<file path="config.mk">
export PLATFORM = sky130hd
export DESIGN_NAME = w5300_bus_arbiter
export DESIGN_NICKNAME = d
export VERILOG_FILES = /design/src/rtl/w5300_bus_arbiter.sv
export SDC_FILE = /design/constraint.sdc
export NUM_CORES = 1
export LEC_CHECK = 0
export ABC_AREA = 0
export BUFFER_PORTS_ARGS = -buffer_cell sky130_fd_sc_hd__buf_2
export CAP_MARGIN = 40
export CORE_ASPECT_RATIO = 0.7
export CORE_MARGIN = 8
export CORE_UTILIZATION = 47
export CTS_CLUSTER_DIAMETER = 50
export DETAILED_ROUTE_END_ITERATION = 12
export PLACE_DENSITY = 0.87
export SLEW_MARGIN = 25
export SYNTH_ARGS = -nofsm -noshare
export SYNTH_HDL_FRONTEND = slang
export SYNTH_SLANG_ARGS = --single-unit
</file>
<file path="constraint.sdc">
create_clock -name clk -period 5 [get_ports clk]
set_input_delay 0.75 -clock clk [delete_from_list [all_inputs] [get_ports clk]]
set_output_delay 0.75 -clock clk [all_outputs]
set_load 0.005 [all_outputs]
</file>
<file path="src/rtl/w5300_bus_arbiter.sv">
// ---------------------------------------------------------------------------
// w5300_bus_arbiter
//
// Round-robin arbiter sharing the single W5300 register-bus access engine
// among NC socket clients. One client is granted at a time; its operations
// are forwarded to the bus driver one by one, and the completion pulse and
// read data are returned to it. A per-grant operation budget (MAX_OPS)
// forces rotation when other clients are waiting (0 = unlimited).
//
// Ports
//   clk, rst_n              clock, asynchronous active-low reset
//   cli_req[NC]             client i requests the bus for a sequence of ops
//   cli_addr[NC*10]         client i {RD/WR flag, 9-bit register}
//   cli_wr_data[NC*16]      client i write data
//   cli_grant[NC]           one-hot (or zero) current owner
//   cli_op_state[NC]        one-cycle completion pulse to the owner
//   cli_rd_data[16]         read data broadcast (bus_rd_data passthrough)
//   bus_start               one-cycle operation start to the bus driver
//   bus_addr[10]            operation address, held until bus_done
//   bus_wr_data[16]         operation write data, held until bus_done
//   bus_rd_data[16]         driver read data, valid with bus_done
//   bus_done                one-cycle operation completion from the driver
// ---------------------------------------------------------------------------
module w5300_bus_arbiter #(
    parameter int NC      = 4,
    parameter int MAX_OPS = 16
) (
    input  logic               clk,
    input  logic               rst_n,
    input  logic [NC-1:0]      cli_req,
    input  logic [NC*10-1:0]   cli_addr,
    input  logic [NC*16-1:0]   cli_wr_data,
    output logic [NC-1:0]      cli_grant,
    output logic [NC-1:0]      cli_op_state,
    output logic [15:0]        cli_rd_data,
    output logic               bus_start,
    output logic [9:0]         bus_addr,
    output logic [15:0]        bus_wr_data,
    input  logic [15:0]        bus_rd_data,
    input  logic               bus_done
);

    localparam int PTR_W = (NC > 1) ? $clog2(NC) : 1;
    localparam int CNT_W = (MAX_OPS > 0) ? $clog2(MAX_OPS + 1) : 1;
    localparam logic [CNT_W:0] BUDGET = (CNT_W + 1)'(MAX_OPS);

    localparam logic [1:0] ST_IDLE  = 2'd0;
    localparam logic [1:0] ST_ISSUE = 2'd1;
    localparam logic [1:0] ST_WAIT  = 2'd2;

    logic [1:0]       state_q,   state_d;
    logic [PTR_W-1:0] ptr_q,     ptr_d;
    logic [PTR_W-1:0] gidx_q,    gidx_d;
    logic [NC-1:0]    grant_q,   grant_d;
    logic [CNT_W-1:0] op_cnt_q,  op_cnt_d;
    logic             start_q,   start_d;
    logic [9:0]       addr_q,    addr_d;
    logic [15:0]      wdata_q,   wdata_d;

    // Round-robin search: first requester at or above ptr, wrapping modulo NC.
    logic [PTR_W-1:0] pick_idx;
    logic             pick_vld;
    logic [PTR_W:0]   cand;

    always_comb begin
        pick_vld = 1'b0;
        pick_idx = '0;
        cand     = '0;
        for (int k = 0; k < NC; k++) begin
            cand = {1'b0, ptr_q} + (PTR_W + 1)'(k);
            if (cand >= (PTR_W + 1)'(NC)) begin
                cand = cand - (PTR_W + 1)'(NC);
            end
            if (!pick_vld && cli_req[cand[PTR_W-1:0]]) begin
                pick_vld = 1'b1;
                pick_idx = cand[PTR_W-1:0];
            end
        end
    end

    // Operation fields of the granted client.
    logic [9:0]  sel_addr;
    logic [15:0] sel_wdata;

    always_comb begin
        sel_addr  = '0;
        sel_wdata = '0;
        for (int i = 0; i < NC; i++) begin
            if (gidx_q == PTR_W'(i)) begin
                sel_addr  = cli_addr[i*10 +: 10];
                sel_wdata = cli_wr_data[i*16 +: 16];
            end
        end
    end

    logic             sel_req;
    logic             others_req;
    logic             budget_hit;
    logic [PTR_W-1:0] ptr_next;

    assign sel_req    = cli_req[gidx_q];
    assign others_req = |(cli_req & ~grant_q);
    // True on the operation that uses up the grant's budget.
    assign budget_hit = (MAX_OPS != 0) &&
                        (({1'b0, op_cnt_q} + (CNT_W + 1)'(1)) == BUDGET);
    // After a release the search resumes just past the previous owner.
    assign ptr_next   = (gidx_q == PTR_W'(NC - 1)) ? '0 : gidx_q + PTR_W'(1);

    always_comb begin
        state_d  = state_q;
        ptr_d    = ptr_q;
        gidx_d   = gidx_q;
        grant_d  = grant_q;
        op_cnt_d = op_cnt_q;
        start_d  = 1'b0;
        addr_d   = addr_q;
        wdata_d  = wdata_q;

        case (state_q)
            ST_IDLE: begin
                if (pick_vld) begin
                    gidx_d   = pick_idx;
                    grant_d  = NC'(1) << pick_idx;
                    op_cnt_d = '0;
                    state_d  = ST_ISSUE;
                end
            end

            ST_ISSUE: begin
                if (!sel_req) begin
                    grant_d = '0;
                    ptr_d   = ptr_next;
                    state_d = ST_IDLE;
                end else begin
                    addr_d  = sel_addr;
                    wdata_d = sel_wdata;
                    start_d = 1'b1;
                    state_d = ST_WAIT;
                end
            end

            ST_WAIT: begin
                // The operation always runs to completion; a dropped request
                // only takes effect once bus_done arrives.
                if (bus_done) begin
                    op_cnt_d = op_cnt_q + CNT_W'(1);
                    if (!sel_req || (budget_hit && others_req)) begin
                        grant_d = '0;
                        ptr_d   = ptr_next;
                        state_d = ST_IDLE;
                    end else begin
                        if (budget_hit) begin
                            op_cnt_d = '0;
                        end
                        state_d = ST_ISSUE;
                    end
                end
            end

            default: begin
                grant_d = '0;
                state_d = ST_IDLE;
            end
        endcase
    end

    always_ff @(posedge clk or negedge rst_n) begin
        if (!rst_n) begin
            state_q  <= ST_IDLE;
            ptr_q    <= '0;
            gidx_q   <= '0;
            grant_q  <= '0;
            op_cnt_q <= '0;
            start_q  <= 1'b0;
            addr_q   <= '0;
            wdata_q  <= '0;
        end else begin
            state_q  <= state_d;
            ptr_q    <= ptr_d;
            gidx_q   <= gidx_d;
            grant_q  <= grant_d;
            op_cnt_q <= op_cnt_d;
            start_q  <= start_d;
            addr_q   <= addr_d;
            wdata_q  <= wdata_d;
        end
    end

    assign cli_grant    = grant_q;
    // bus_done outside WAIT is ignored.
    assign cli_op_state = (bus_done && (state_q == ST_WAIT)) ? grant_q : '0;
    assign cli_rd_data  = bus_rd_data;
    assign bus_start    = start_q;
    assign bus_addr     = addr_q;
    assign bus_wr_data  = wdata_q;

endmodule

</file>
# After elaboration in Yosys (flattened, before gate mapping)
# Index checks and enable logic that the tools add are counted.
[totals] mem_count=0 romBits=0 latchBits=0 output_inout_bits=51 register_bits=42 inputBits=127 ramBits=0
[op_classes] shifts=1 reduce_logical=21 div_mod_pow=0 bitwise=2 muxes=53 n_lt_le_gt_ge=9 multipliers=0 eq_ne=10 add_sub_neg=10
[op_table] cell="16-bit two-way mux" count=4
[op_table] cell="10-bit two-way mux" count=4
[op_table] cell="2-bit two-way mux" count=15
[op_table] cell="4-bit two-way mux" count=5
[op_table] cell="5-bit two-way mux" count=4
[op_table] cell="2-bit by 3-bit < comparator with 1-bit output (second input constant)" count=5
[op_table] cell="1-bit two-way mux" count=12
[op_table] cell="4-bit one-hot mux with 3 select lines" count=1
[op_table] cell="1-bit binary-select mux with 2-bit select" count=5
[op_table] cell="5-bit one-hot mux with 2 select lines" count=1
[op_table] cell="3-bit greater-or-equal comparator (second input constant)" count=3
[op_table] cell="2-bit != test (second input constant)" count=4
[op_table] cell="4-bit AND reduction" count=2
[op_table] cell="2-bit by 1-bit subtractor with 2-bit output (second input constant)" count=4
[op_table] cell="2-bit by 2-bit adder with 3-bit output (second input constant)" count=2
[op_table] cell="5-bit by 1-bit adder with 6-bit output (second input constant)" count=1
[op_table] cell="2-bit equality test (second input constant)" count=3
[op_table] cell="6-bit by 5-bit equality test with 1-bit output (second input constant)" count=1
[op_table] cell="2-bit one-hot mux with 3 select lines" count=1
[op_table] cell="2-bit AND reduction" count=3
[op_table] cell="5-bit by 1-bit adder with 5-bit output (second input constant)" count=1
[op_table] cell="1-bit logical AND" count=5
[op_table] cell="4-bit AND" count=1
[op_table] cell="2-bit by 1-bit equality test with 1-bit output (second input constant)" count=2
[op_table] cell="other kinds (12)" count=17

# Longest topological paths before layout
# Gate-level depths: netlist of run 1.
[logic_depth] depth_word=17 depth_mapped=9 mapped_depth_nobuf=6

# Least setup slack after synthesis of run 1
# OpenSTA, ideal clock, no wires.
[synth_path] kind="input to register" start="input port cli_req[3]" end="register ptr_q[0]" setup_ps=80 n_path_buf=0 required_time_ps=4920 slack_ps=2931 stages=4 arrival_time_ps=1988 cell_sequence="mux4_2 -> o31a_1 -> or3_1 -> o211ai_2"
[synth_via] elab_chain_len=6 word_cells_on_any_way=10
[synth_lines] element="start: declaration" line="30" source="input logic [NC-1:0] cli_req,"
[synth_lines] element="1-bit binary-select mux with 2-bit select / 4-bit AND (equally long branches)" line="101, 102"
[synth_lines] element="1-bit two-way mux (not written as such) / 4-bit OR reduction (equally long branches)" line="101, 102"
[synth_lines] element="1-bit zero test / 1-bit logical AND (equally long branches)" line="147" source="if (!sel_req || (budget_hit && others_req)) begin"
[synth_lines] element="1-bit logical OR" line="147"
[synth_lines] element="2-bit != test (no source line)"
[synth_lines] element="4-bit AND reduction (no source line) *"
[synth_lines] element="end signal: assignment" line="179" source="ptr_q <= ptr_d;"
[synth_lines] element="end: declaration" line="52" source="logic [PTR_W-1:0] ptr_q, ptr_d;"
# Every way passes the cells marked *; elsewhere a longest branch is shown, timed or not. The select of a mux whose other input is x is not followed.
# A chain may end at the register's enable or synchronous reset.

# Worst setup path in the final report of run 1
[layout_path] start="register gidx_q[1]" end="register wdata_q[0] (netlist: bus_wr_data[0])"
[layout_via] elab_chain_len=5 word_cells_on_any_way=11
[layout_lines] element="start: declaration" line="53" source="logic [PTR_W-1:0] gidx_q, gidx_d;"
[layout_lines] element="start signal: assignment" line="180" source="gidx_q <= gidx_d;"
[layout_lines] element="2-bit zero test" line="89" source="if (gidx_q == PTR_W'(i)) begin"
[layout_lines] element="16-bit two-way mux (4 in a row)" line="89"
[layout_lines] element="end signal: assignment" line="185" source="wdata_q <= wdata_d;"
[layout_lines] element="end: declaration" line="58" source="logic [15:0] wdata_q, wdata_d;"
# Several ways; a longest one is shown, not always the timed one. The select of a mux whose other input is x is not followed.

==> key figures, run 1 <==
Clock tree
  • CTS tree: built
  • Post-CTS setup buffer count: 0
  • Worst-Skew Late Latency: between 0.2 and 0.3 ns
  • CTS Buf Count: 5
  • CTS resizes: 0
  • Hold_buf cts: 0
  • Longest Clk Path Bufs: 2
  • CTS HTree Levels: 2
  • Root buffer cell: clkbuf_8
  • CTS clk-pin slew, worst paths: 0.08 ns
  • Num Clock Sinks: 42

Worst setup path
  • Crit path DAT: 2.67 ns
  • Worst Path Required: approximately 5.2 ns
  • Worst setup path class: reg -> reg
  • Crit Path Max Fanout: 17
  • Crit start category: register
  • Crit path capture type: register

GRT
  • Vias in the first global route: 2915
  • Grt ovf: 0
  • Antenna violations before repair: 0
  • Pin count of the biggest net entering global routing: 54
  • Total Routing Usage GR: between 10% and 20%
  • First-pass GRT wire length: roughly 14000 µm

Finish
  • Final core occ: 63.3%
  • Post-route cell area: 0.00364 mm²
  • Non-Filler Instances: 532
  • Final #Nets: 588
  • Share of post-route cells with drive strength above 1: a little over a third
  • N_diodes: 0
  • Area Growth Syn to Fin: 29.1%

Floorplanning
  • Die Span Y: 80.8 µm
  • Starting Density: 49.0%
  • Die Area: 0.00878 mm²
  • # rows: 23
  • I/O pin count: between 150 and 200
  • DIE WIDTH: between 100 and 150 µm
  • Core ar.: about 0.0058 mm²

Power
  • Sw Ratio: 42.6%
  • Internal Power: 1.09 mW
  • Max VDD drop: 263 µV
  • PD cells: 523 mW/mm²
  • Register share of total power: 30.7%
  • NetSw: 812 µW
  • Combinational share of power: about 57%
  • Total power: 1.90 mW
  • Leak: 1.76 nW
  • Clock power share: 11.9%

Timing
  • Fin. Hold Viols: 0
  • Crit share post-route: 49.4%
  • Final setup fails: 0
  • Worst slew margin: 55.3%
  • RSZ-0062 raised after global routing: no
  • Setup tns final: 0 ns
  • Fin. max-slew vios: 0
  • Tmin final: 2.47 ns
  • Final hold slack: 0.431 ns
  • Fmax: 0.404 GHz
  • Slew @ Worst Pin: 0.670 ns
  • Setup ws final: 2.53 ns
  • Clock skew: 0.0115 ns

Route
  • Vias per std cell: 5.69
  • Post-route ant nets: 0
  • Vias: 3028
  • DR pass1 iterations: 4
  • Drt wl/cell: between 15 and 20 µm
  • DRC viols: 0
  • Drt total wl: ~9000 µm
  • Iter 0 DRT Violations: 194

Synth
  • Mapped cell area: 0.00282 mm²
  • Number of enable flip-flop cells after synthesis: 0
  • Post-synth ARST share: 100%
  • Most frequent cell after synthesis: nand2_1
  • Yosys cell types: 44
  • Post-synth top area cell: dfrtp_1
  • Largest cells by area after synthesis: dfrtp_1, nand2_1, o31a_1
  • Primary FF master, synth: dfrtp_1
  • Sequential cell area fraction in the yosys report: 37.3%
  • Top cells by count, synth: nand2_1, dfrtp_1, o21ai_0
  • Synth Instances: 337
  • Flops & latches, synth: 42
  • Synth warn: 0
  • Area share of the largest cell type after synthesis: 37.3%
  • Mapped Avg Cell Area: 8.37 µm²
  • Net count after synthesis: 469

Placed design
  • Routability cong.: 0.906
  • Hpwl dp: between 7000 and 8000 µm
  • Dpl cells: 523
  • Placed cell areas: around 0.0035 mm²
  • Post-placement setup slack: 2.41 ns
  • I/O Buffers: 145

Worst hold path
  • Worst Hold Class: in -> async

Flow run
  • MaxCap Viol Count: 0

Status
  • Status: finished, final reports clean
==> kinds of logic after synthesis <==
group / count (synthesis) / share of synthesized area (%)
AND/OR/NAND/NOR: 129 / 20.6
AO/OA/AOI/OAI: 110 / 29.7
buffers and inverters: 47 / 8.47
flip-flops: 42 / 37.3
adder cells (fa/ha/maj): 5 / 2.22
XOR/XNOR: 2 / 0.621
multiplexers: 2 / 1.15
==> sequential cells by signal (all words and copies together), names as in the netlist <==
name	count
bus_start	1
bus_addr	10
state_q	2
ptr_q	2
bus_wr_data	16
cli_grant	4
op_cnt_q	5
gidx_q	2
==> power by group through the flow <==
stage               Clock [mW]  Sequential (mW)  Combinational, mW
detailed placement           0            0.586               1.10
floorplan                    0            0.572              0.729
finish                   0.228            0.584               1.09
global route             0.253            0.603               1.22
global placement             0            0.577               1.00
CTS                      0.235            0.582               1.10
==> worst paths after layout <==
kind / cells past startpoint / slack [ns] / end / start
worst min register to register: 2 / 0.48 / bus_addr[9] / bus_addr[9]
worst max register to register: 8 / 2.53 / bus_wr_data[0] / gidx_q[1]
worst max-delay path: 8 / 2.53 / bus_wr_data[0] / gidx_q[1]
max in group asynchronous: 2 / 4.06 / bus_wr_data[0] / rst_n
worst min-delay path: 1 / 0.43 / bus_wr_data[12] / rst_n
min in group clk: 2 / 0.48 / bus_addr[9] / bus_addr[9]
==> cell type report <==
| cell class | instances | area, µm² |
|---|---|---|
| Timing Repair Buffer | 152 | 841 |
| Clock inverter | 2 | 12.5 |
| Sequential cell | 42 | 1050 |
| Tap cell | 75 | 93.8 |
| Multi-Input combinational cell | 248 | 1540 |
| Fill cell | 496 | 2110 |
| Clock buffer | 6 | 82.6 |
| Inverter | 7 | 26.3 |
==> per-layer routing <==
layer / vias up / share of wire, % / track usage [%]
met4: 0 / 1.6 / 6.12
met3: 17 / 11 / 7.19
met2: 150 / 47 / 32.2
li1: 1451 / - / -
met1: 1410 / 40 / 24.7
met5: - / 0 / 0
==> layout by cell type (no fill, tap or decap), types with 2 or more instances in the layout <==
cell type / synthesis / layout
a221oi_1: 25 / 25
nor2b_1: 7 / 6
buf_2: 2 / 145
and3_1: 2 / 2
o31a_1: 27 / 27
buf_6: 0 / 2
nand2_1: 66 / 66
dfrtp_1: 42 / 42
clkbuf_8: 0 / 6
o21ai_0: 31 / 31
buf_16: 0 / 2
and2_1: 5 / 5
a21oi_1: 5 / 5
buf_8: 0 / 2
o211ai_1: 4 / 4
o31ai_1: 5 / 5
nand3_1: 4 / 4
ha_1: 5 / 4
and3b_1: 2 / 2
inv_1: 6 / 6
o311ai_0: 5 / 5
nand3b_1: 2 / 2
nor3b_1: 2 / 2
nor2_1: 29 / 29
nand2b_1: 3 / 3
==> critical path, stage by stage, from the launching register on <==
cell	delay, ns
dfrtp_1	0.44
inv_1	0.08
ha_1	0.37
buf_8	0.24
nor2b_2	0.50
buf_6	0.24
a221oi_1	0.09
o31a_1	0.24
o21ai_0	0.16
No activity file was read; power rests on OpenSTA's default activity.
==> run 2: changes to the inputs <==
--- a/config.mk
+++ b/config.mk
@@ -5,15 +5,15 @@
 export SDC_FILE = /design/constraint.sdc
 export NUM_CORES = 1
 export LEC_CHECK = 0
-export ABC_AREA = 0
+export ABC_AREA = 1
 export BUFFER_PORTS_ARGS = -buffer_cell sky130_fd_sc_hd__buf_2
 export CAP_MARGIN = 40
 export CORE_ASPECT_RATIO = 0.7
 export CORE_MARGIN = 8
-export CORE_UTILIZATION = 47
+export CORE_UTILIZATION = 44
 export CTS_CLUSTER_DIAMETER = 50
 export DETAILED_ROUTE_END_ITERATION = 12
-export PLACE_DENSITY = 0.87
+export PLACE_DENSITY = 0.81
 export SLEW_MARGIN = 25
 export SYNTH_ARGS = -nofsm -noshare
 export SYNTH_HDL_FRONTEND = slang
==> constraint.sdc (replaced) <==
create_clock -name clk -period 2.35 [get_ports clk]
set_input_delay 0.3525 -clock clk [delete_from_list [all_inputs] [get_ports clk]]
set_output_delay 0.3525 -clock clk [all_outputs]
set_load 0.005 [all_outputs]
==> run 2 against run 1 <==
Net effect: highest routed layer unchanged; non-clock buffer count down 1; critical endpoint is now bus_addr[9]; die area rose by 11%; sequential share of layout area down 1.0 points; critical path depth stayed put.
==> key figures, run 2 <==
Synth
  • Area share of the largest cell type after synthesis: 34.9% (-2.3 points)
  • Yosys cell types: 27 (-39%)
  • Post-synth top area cell: dfrtp_1
  • Top cells by count, synth: nand2_1, o21ai_0, dfrtp_1
  • Synth warn: 0 (unchanged)
  • Largest cells by area after synthesis: dfrtp_1, nand2_1, o21ai_0
  • Mapped cell area: 0.00301 mm² (+6.7%)
  • Mapped Avg Cell Area: 6.90 µm² (-18%)
  • Number of enable flip-flop cells after synthesis: 0 (unchanged)
  • Most frequent cell after synthesis: nand2_1
  • Net count after synthesis: 568 (+21%)
  • Sequential cell area fraction in the yosys report: 34.9% (-2.3 points)
  • Post-synth ARST share: 100% (unchanged)
  • Synth Instances: 436 (+29%)
  • Flops & latches, synth: 42 (unchanged)
  • Primary FF master, synth: dfrtp_1

Worst setup path
  • Worst setup path startpoint: gidx_q[1]
  • Crit path DAT: 2.24 ns (-0.43 ns)
  • Reg2Reg Setup Slack: 0.31 ns (-2.21 ns)
  • FF-to-FF End: bus_addr[9]
  • Crit path capture type: register
  • Depth of the most critical reg-to-reg path: 8 (unchanged)
  • Crit Path Max Fanout: 26 (+9)
  • Crit start category: register
  • Critical Path Sink: bus_addr[9]
  • Worst Path Required: 2.56 ns (-2.64 ns)
  • Worst setup path class: reg -> reg
  • RR Startpoint: gidx_q[1]

Timing
  • Slew @ Worst Pin: 0.653 ns (-0.0176 ns)
  • Tmin final: 2.04 ns (-0.436 ns)
  • RSZ-0062 raised after global routing: no
  • Fmax: 0.491 GHz (+21%)
  • Setup ws final: 0.313 ns (-2.21 ns)
  • Fin. max-slew vios: 0 (unchanged)
  • Worst slew margin: 56.4% (+1.1 points)
  • Clock skew: 0.00682 ns (-0.00466 ns)
  • Fin. Hold Viols: 0 (unchanged)
  • Final hold slack: 0.0321 ns (-0.399 ns)
  • Crit share post-route: 86.7% (+37 points)
  • Final setup fails: 0 (unchanged)
  • Setup tns final: 0 ns (unchanged)

Finish
  • Most common cell after layout, fill and taps aside: buf_2
  • N_diodes: 0 (unchanged)
  • Max FFs per register: 16 (unchanged)
  • Final #Nets: 688 (+17%)
  • Non-Filler Instances: 651 (+22%)
  • Share of post-route cells with drive strength above 1: 32.7% (-3.6 points)
  • Most frequent cells in the layout: buf_2, nand2_1, o21ai_0
  • Final core occ: 56.4% (-6.9 points)
  • Area Growth Syn to Fin: 25.6%

GRT
  • Antenna violations before repair: 0 (unchanged)
  • Pin count of the biggest net entering global routing: 53 (-1.9%)
  • First-pass GRT wire length: 16600 µm (+17%)
  • Total Routing Usage GR: 20.6% (+0.59 points)
  • Grt ovf: 0 (unchanged)
  • Vias in the first global route: 3308 (+13%)

Clock tree
  • CTS tree: built
  • Num Clock Sinks: 42 (unchanged)
  • Root buffer cell: clkbuf_8
  • CTS resizes: 0 (unchanged)
  • CTS HTree Levels: 2 (unchanged)
  • Post-CTS setup buffer count: 0 (unchanged)
  • Worst-Skew Late Latency: 0.28 ns (about the same)
  • Longest Clk Path Bufs: 2 (unchanged)
  • CTS clk-pin slew, worst paths: 0.08 ns (about the same)
  • Hold_buf cts: 0 (unchanged)
  • CTS Buf Count: 5 (unchanged)

Floorplanning
  • I/O pin count: 178 (unchanged)
  • Die Span Y: 85.2 µm (+5.4%)
  • Core ar.: 0.00669 mm² (+16%)
  • # rows: 25 (+8.7%)
  • Starting Density: 45.0% (-4.1 points)
  • DIE WIDTH: 115 µm (+5.7%)
  • Die Area: 0.00978 mm² (+11%)

Route
  • Vias: 3399 (+12%)
  • Iter 0 DRT Violations: 227 (+17%)
  • DR pass1 iterations: 5 (+1)
  • Vias per std cell: 5.22 (-8.3%)
  • Drt wl/cell: 15.8 µm (-7.3%)
  • Drt total wl: 10300 µm (+13%)
  • DRC viols: 0 (unchanged)
  • Post-route ant nets: 0 (unchanged)

Worst hold path
  • Worst Hold Class: in -> async

Placed design
  • Dpl cells: 643 (+23%)
  • I/O Buffers: 145 (unchanged)
  • Hpwl dp: 8370 µm (+15%)
  • Routability cong.: 0.841 (-7.1%)
  • Post-placement setup slack: 0.322 ns (-2.09 ns)

Power
  • Max VDD drop: 412 µV (+57%)
  • Leak: 2.04 nW (+16%)
  • PD cells: 1140 mW/mm² (+120%)

Flow run
  • MaxCap Viol Count: 0 (unchanged)

Status
  • Status: finished, final reports clean
## run 2: cell types whose count changed after synthesis, sizes merged, moves of 8 or more
cell / previous run / this run
nor2: 29 / 42
a221oi: 25 / 0
o21ai: 31 / 88
nand3: 4 / 22
buf: 19 / 27
a22oi: 0 / 26
o31a: 27 / 0
nand2: 66 / 134
inv: 6 / 30
clkbuf: 21 / 11
## run 2: how the worst min path moves through the flow
| stage | to | slack (ns) | cells after the start |
|---|---|---|---|
| 4_1_cts | bus_wr_data[6] | 0.04 | 1 |
| 3_5_place_dp | op_cnt_q[3] | 0.35 | 1 |
| 2_1_floorplan | bus_addr[0] | 0.06 | 0 |
| 3_3_place_gp | bus_wr_data[4] | 0.46 | 2 |
| 6_report | bus_wr_data[6] | 0.03 | 1 |
| 5_1_grt | op_cnt_q[3] | 0.06 | 1 |
## run 2: final cells by class
type	instances	area, µm²
timing repair buffer	151	791
inverter	31	116
sequential	42	1050
tap	94	118
clock buffer	7	86.3
fill	683	2920
multi-input combinational	325	1610
clock inverter	1	5.00
## run 2: stage by stage
step           total power, mW  instance area, µm²
2_1_floorplan             3.05                3010
3_3_place_gp              3.71                3660
3_5_place_dp              3.83                3690
4_1_cts                   4.30                3780
5_1_grt                   4.73                3780
6_report                  4.30                3780
## run 2: kinds of logic (layout without fill, tap and decap cells)
family	Yosys count	count (layout)	synth area share (%)
AOI/OAI and AO/OA	116	116	21.9
and+or+nand+nor	204	204	29.6
DFF	42	42	34.9
buffers and inverters	69	190	11.5
adders and majority gates	5	5	2.08
## run 2: worst max-delay path: stages (launching register included)
cell	delay, ns
dfrtp_1	0.42
inv_1	0.16
ha_1	0.18
inv_1	0.06
nor2_4	0.50
a22oi_1	0.14
o21ai_0	0.20
o21ai_0	0.12
o21ai_1	0.17
## run 2: report_power, final
group / internal [mW] / switching [mW]
combinational: 0.919 / 1.66
clock: 0.237 / 0.234
sequential: 1.01 / 0.237
total: 2.16 / 2.13
## run 2: per-layer routing
metal / global-route usage [%] / vias to the layer above / wire length (µm)
met5: 0 / - / 0
met4: 3.92 / 0 / 123
met3: 7.23 / 15 / 905
met2: 32.0 / 163 / 4620
met1: 26.9 / 1559 / 4660
li1: - / 1662 / -
==> run 3: changes to the inputs <==
--- a/config.mk
+++ b/config.mk
@@ -6,14 +6,14 @@
 export NUM_CORES = 1
 export LEC_CHECK = 0
 export ABC_AREA = 1
-export BUFFER_PORTS_ARGS = -buffer_cell sky130_fd_sc_hd__buf_2
 export CAP_MARGIN = 40
 export CORE_ASPECT_RATIO = 0.7
 export CORE_MARGIN = 8
-export CORE_UTILIZATION = 44
+export CORE_UTILIZATION = 55
 export CTS_CLUSTER_DIAMETER = 50
 export DETAILED_ROUTE_END_ITERATION = 12
-export PLACE_DENSITY = 0.81
+export DONT_BUFFER_PORTS = 1
+export PLACE_DENSITY = 0.7
 export SLEW_MARGIN = 25
 export SYNTH_ARGS = -nofsm -noshare
 export SYNTH_HDL_FRONTEND = slang
==> run 3 against run 2 <==
Net effect: clock skew shrank 0.0011 ns; cell count shrank 25%; via count shrank 18%; critical path depth is the same; global-route usage grew 0.17 points; sequential share of layout area grew 6.9 points; critical endpoint is now bus_wr_data[7].
==> key figures, run 3 (synthesis gave the netlist of run 2 again) <==
Status
  • Status: finished, final reports clean

Route
  • DRC viols: 0 (unchanged)
  • Drt wl/cell: 18.4 µm (+16%)
  • DR pass1 iterations: 4 (-1)
  • Post-route ant nets: 0 (unchanged)
  • Drt total wl: 8920 µm (-13%)
  • Vias: 2773 (-18%)
  • Vias per std cell: 5.72 (+9.5%)
  • Iter 0 DRT Violations: 193 (-15%)

Worst setup path
  • Crit start category: register
  • Crit path DAT: 2.16 ns (-0.08 ns)
  • FF-to-FF End: bus_wr_data[7]
  • Reg2Reg Setup Slack: 0.39 ns (+0.08 ns)
  • Worst setup path class: reg -> reg
  • Crit path capture type: register
  • RR Startpoint: gidx_q[0]
  • Worst Path Required: 2.55 ns (about the same)
  • Depth of the most critical reg-to-reg path: 8 (unchanged)
  • Crit Path Max Fanout: 26 (unchanged)

Floorplanning
  • DIE WIDTH: 104 µm (-9.1%)
  • Core ar.: 0.00526 mm² (-21%)
  • Starting Density: 57.2% (+12 points)
  • Die Area: 0.00813 mm² (-17%)
  • # rows: 22 (-12%)
  • I/O pin count: 178 (unchanged)
  • Die Span Y: 77.9 µm (-8.6%)

Timing
  • Fin. max-slew vios: 0 (unchanged)
  • Tmin final: 1.96 ns (-0.0763 ns)
  • Worst slew margin: 58.9% (+2.6 points)
  • Final hold slack: 0.231 ns (+0.199 ns)
  • Final setup fails: 0 (unchanged)
  • Fin. Hold Viols: 0 (unchanged)
  • Clock skew: 0.00573 ns (-0.00109 ns)
  • Fmax: 0.510 GHz (+3.9%)
  • Setup ws final: 0.390 ns (+0.0763 ns)
  • Setup tns final: 0 ns (unchanged)
  • Slew @ Worst Pin: 0.615 ns (-0.0382 ns)
  • Crit share post-route: 83.4% (-3.2 points)
  • RSZ-0062 raised after global routing: no

Placed design
  • Routability cong.: 0.884 (+5.1%)
  • Hpwl dp: 6870 µm (-18%)
  • Post-placement setup slack: 0.373 ns (+0.0513 ns)
  • Dpl cells: 475 (-26%)
  • I/O Buffers: 0 (-100%)

GRT
  • Vias in the first global route: 2621 (-21%)
  • Pin count of the biggest net entering global routing: 53 (unchanged)
  • Grt ovf: 0 (unchanged)
  • First-pass GRT wire length: 13900 µm (-16%)
  • Antenna violations before repair: 0 (unchanged)
  • Total Routing Usage GR: 20.7% (+0.17 points)

Clock tree
  • Worst-Skew Late Latency: 0.29 ns (about the same)
  • Longest Clk Path Bufs: 2 (unchanged)
  • CTS clk-pin slew, worst paths: 0.08 ns (about the same)
  • CTS HTree Levels: 2 (unchanged)
  • Num Clock Sinks: 42 (unchanged)
  • Post-CTS setup buffer count: 0 (unchanged)
  • CTS tree: built
  • CTS Buf Count: 5 (unchanged)
  • Root buffer cell: clkbuf_8

Finish
  • Register area: 0.00105 mm² (unchanged)
  • Final #Nets: 544 (-21%)
  • Area Growth Syn to Fin: 0.624%
  • Multi-input gate area: 0.00161 mm² (unchanged)
  • Fillers: 516 (-24%)
  • Share of post-route cells with drive strength above 1: 8.96% (-24 points)
  • Non-Filler Instances: 485 (-25%)
  • Most common cell after layout, fill and taps aside: nand2_1
  • Max FFs per register: 16 (unchanged)
  • Most frequent cells in the layout: nand2_1, o21ai_0, dfrtp_1
  • N_diodes: 0 (unchanged)

Worst hold path
  • Hold Path Depth: 2
  • Worst Hold Class: in -> reg
  • Hold Crit Start: cli_addr[38]
  • Hold Path Sink: bus_addr[8]

Flow run
  • MaxCap Viol Count: 0 (unchanged)

Power
  • PD cells: 1300 mW/mm² (+14%)
  • Leak: 1.44 nW (-30%)
  • Max VDD drop: 648 µV (+57%)
  • Total power: 3.94 mW (-8.4%)
==> run 3: how the worst max path moves through the flow <==
stage,from,endpoint
after floorplan,gidx_q[0],bus_addr[7]
after global placement,gidx_q[0],bus_wr_data[7]
after detailed placement,gidx_q[0],bus_wr_data[7]
after CTS,gidx_q[0],bus_wr_data[7]
after global routing,gidx_q[0],bus_wr_data[4]
final,gidx_q[0],bus_wr_data[7]
==> run 3: where the power goes <==
part | switching, mW | internal (mW) | leakage [nW]
sequential | 0.291 | 1.01 | 0.543
combinational | 1.43 | 0.720 | 0.847
clock | 0.247 | 0.237 | 0.0482
total | 1.97 | 1.97 | 1.44
==> run 3: timing repair <==
item / CTS / global route
endpoints found under the hold margin: 42 / 0
gates resized for setup: 0 / 0
hold buffers: 2 / 0
==> run 3: cell type report <==
cell class,count,share of cell area (%)
multi-input cells,325,53.2
inverters,31,3.84
clock buffers,7,2.85
clock inverters,1,0.165
well taps,72,2.98
repair buffers,7,2.23
flip-flops and latches,42,34.7
==> run 3: metal layers <==
metal  routed length (µm)  vias up  part of all wire, %  track usage, %
met1                 3670     1259                   41            27.0
met4                   76        0                 0.85            4.75
met3                  940       13                   11            7.01
li1                     -     1372                    -               -
met2                 4230      129                   47            32.6
met5                    0        -                    0               0
==> run 3: stage by stage <==
step	utilization [%]	area [µm²]
2_1_floorplan	-	3010
3_3_place_gp	55.3	2910
3_5_place_dp	55.3	2910
4_1_cts	57.6	3030
5_1_grt	57.6	3030
6_report	57.6	3030
==> run 3: critical path, stage by stage (launching register included) <==
cell     delay, ns
dfrtp_1       0.45
inv_2         0.12
ha_1          0.15
inv_1         0.06
nor2_4        0.48
a22oi_1       0.12
o21ai_0       0.22
o21ai_0       0.10
o21ai_0       0.18
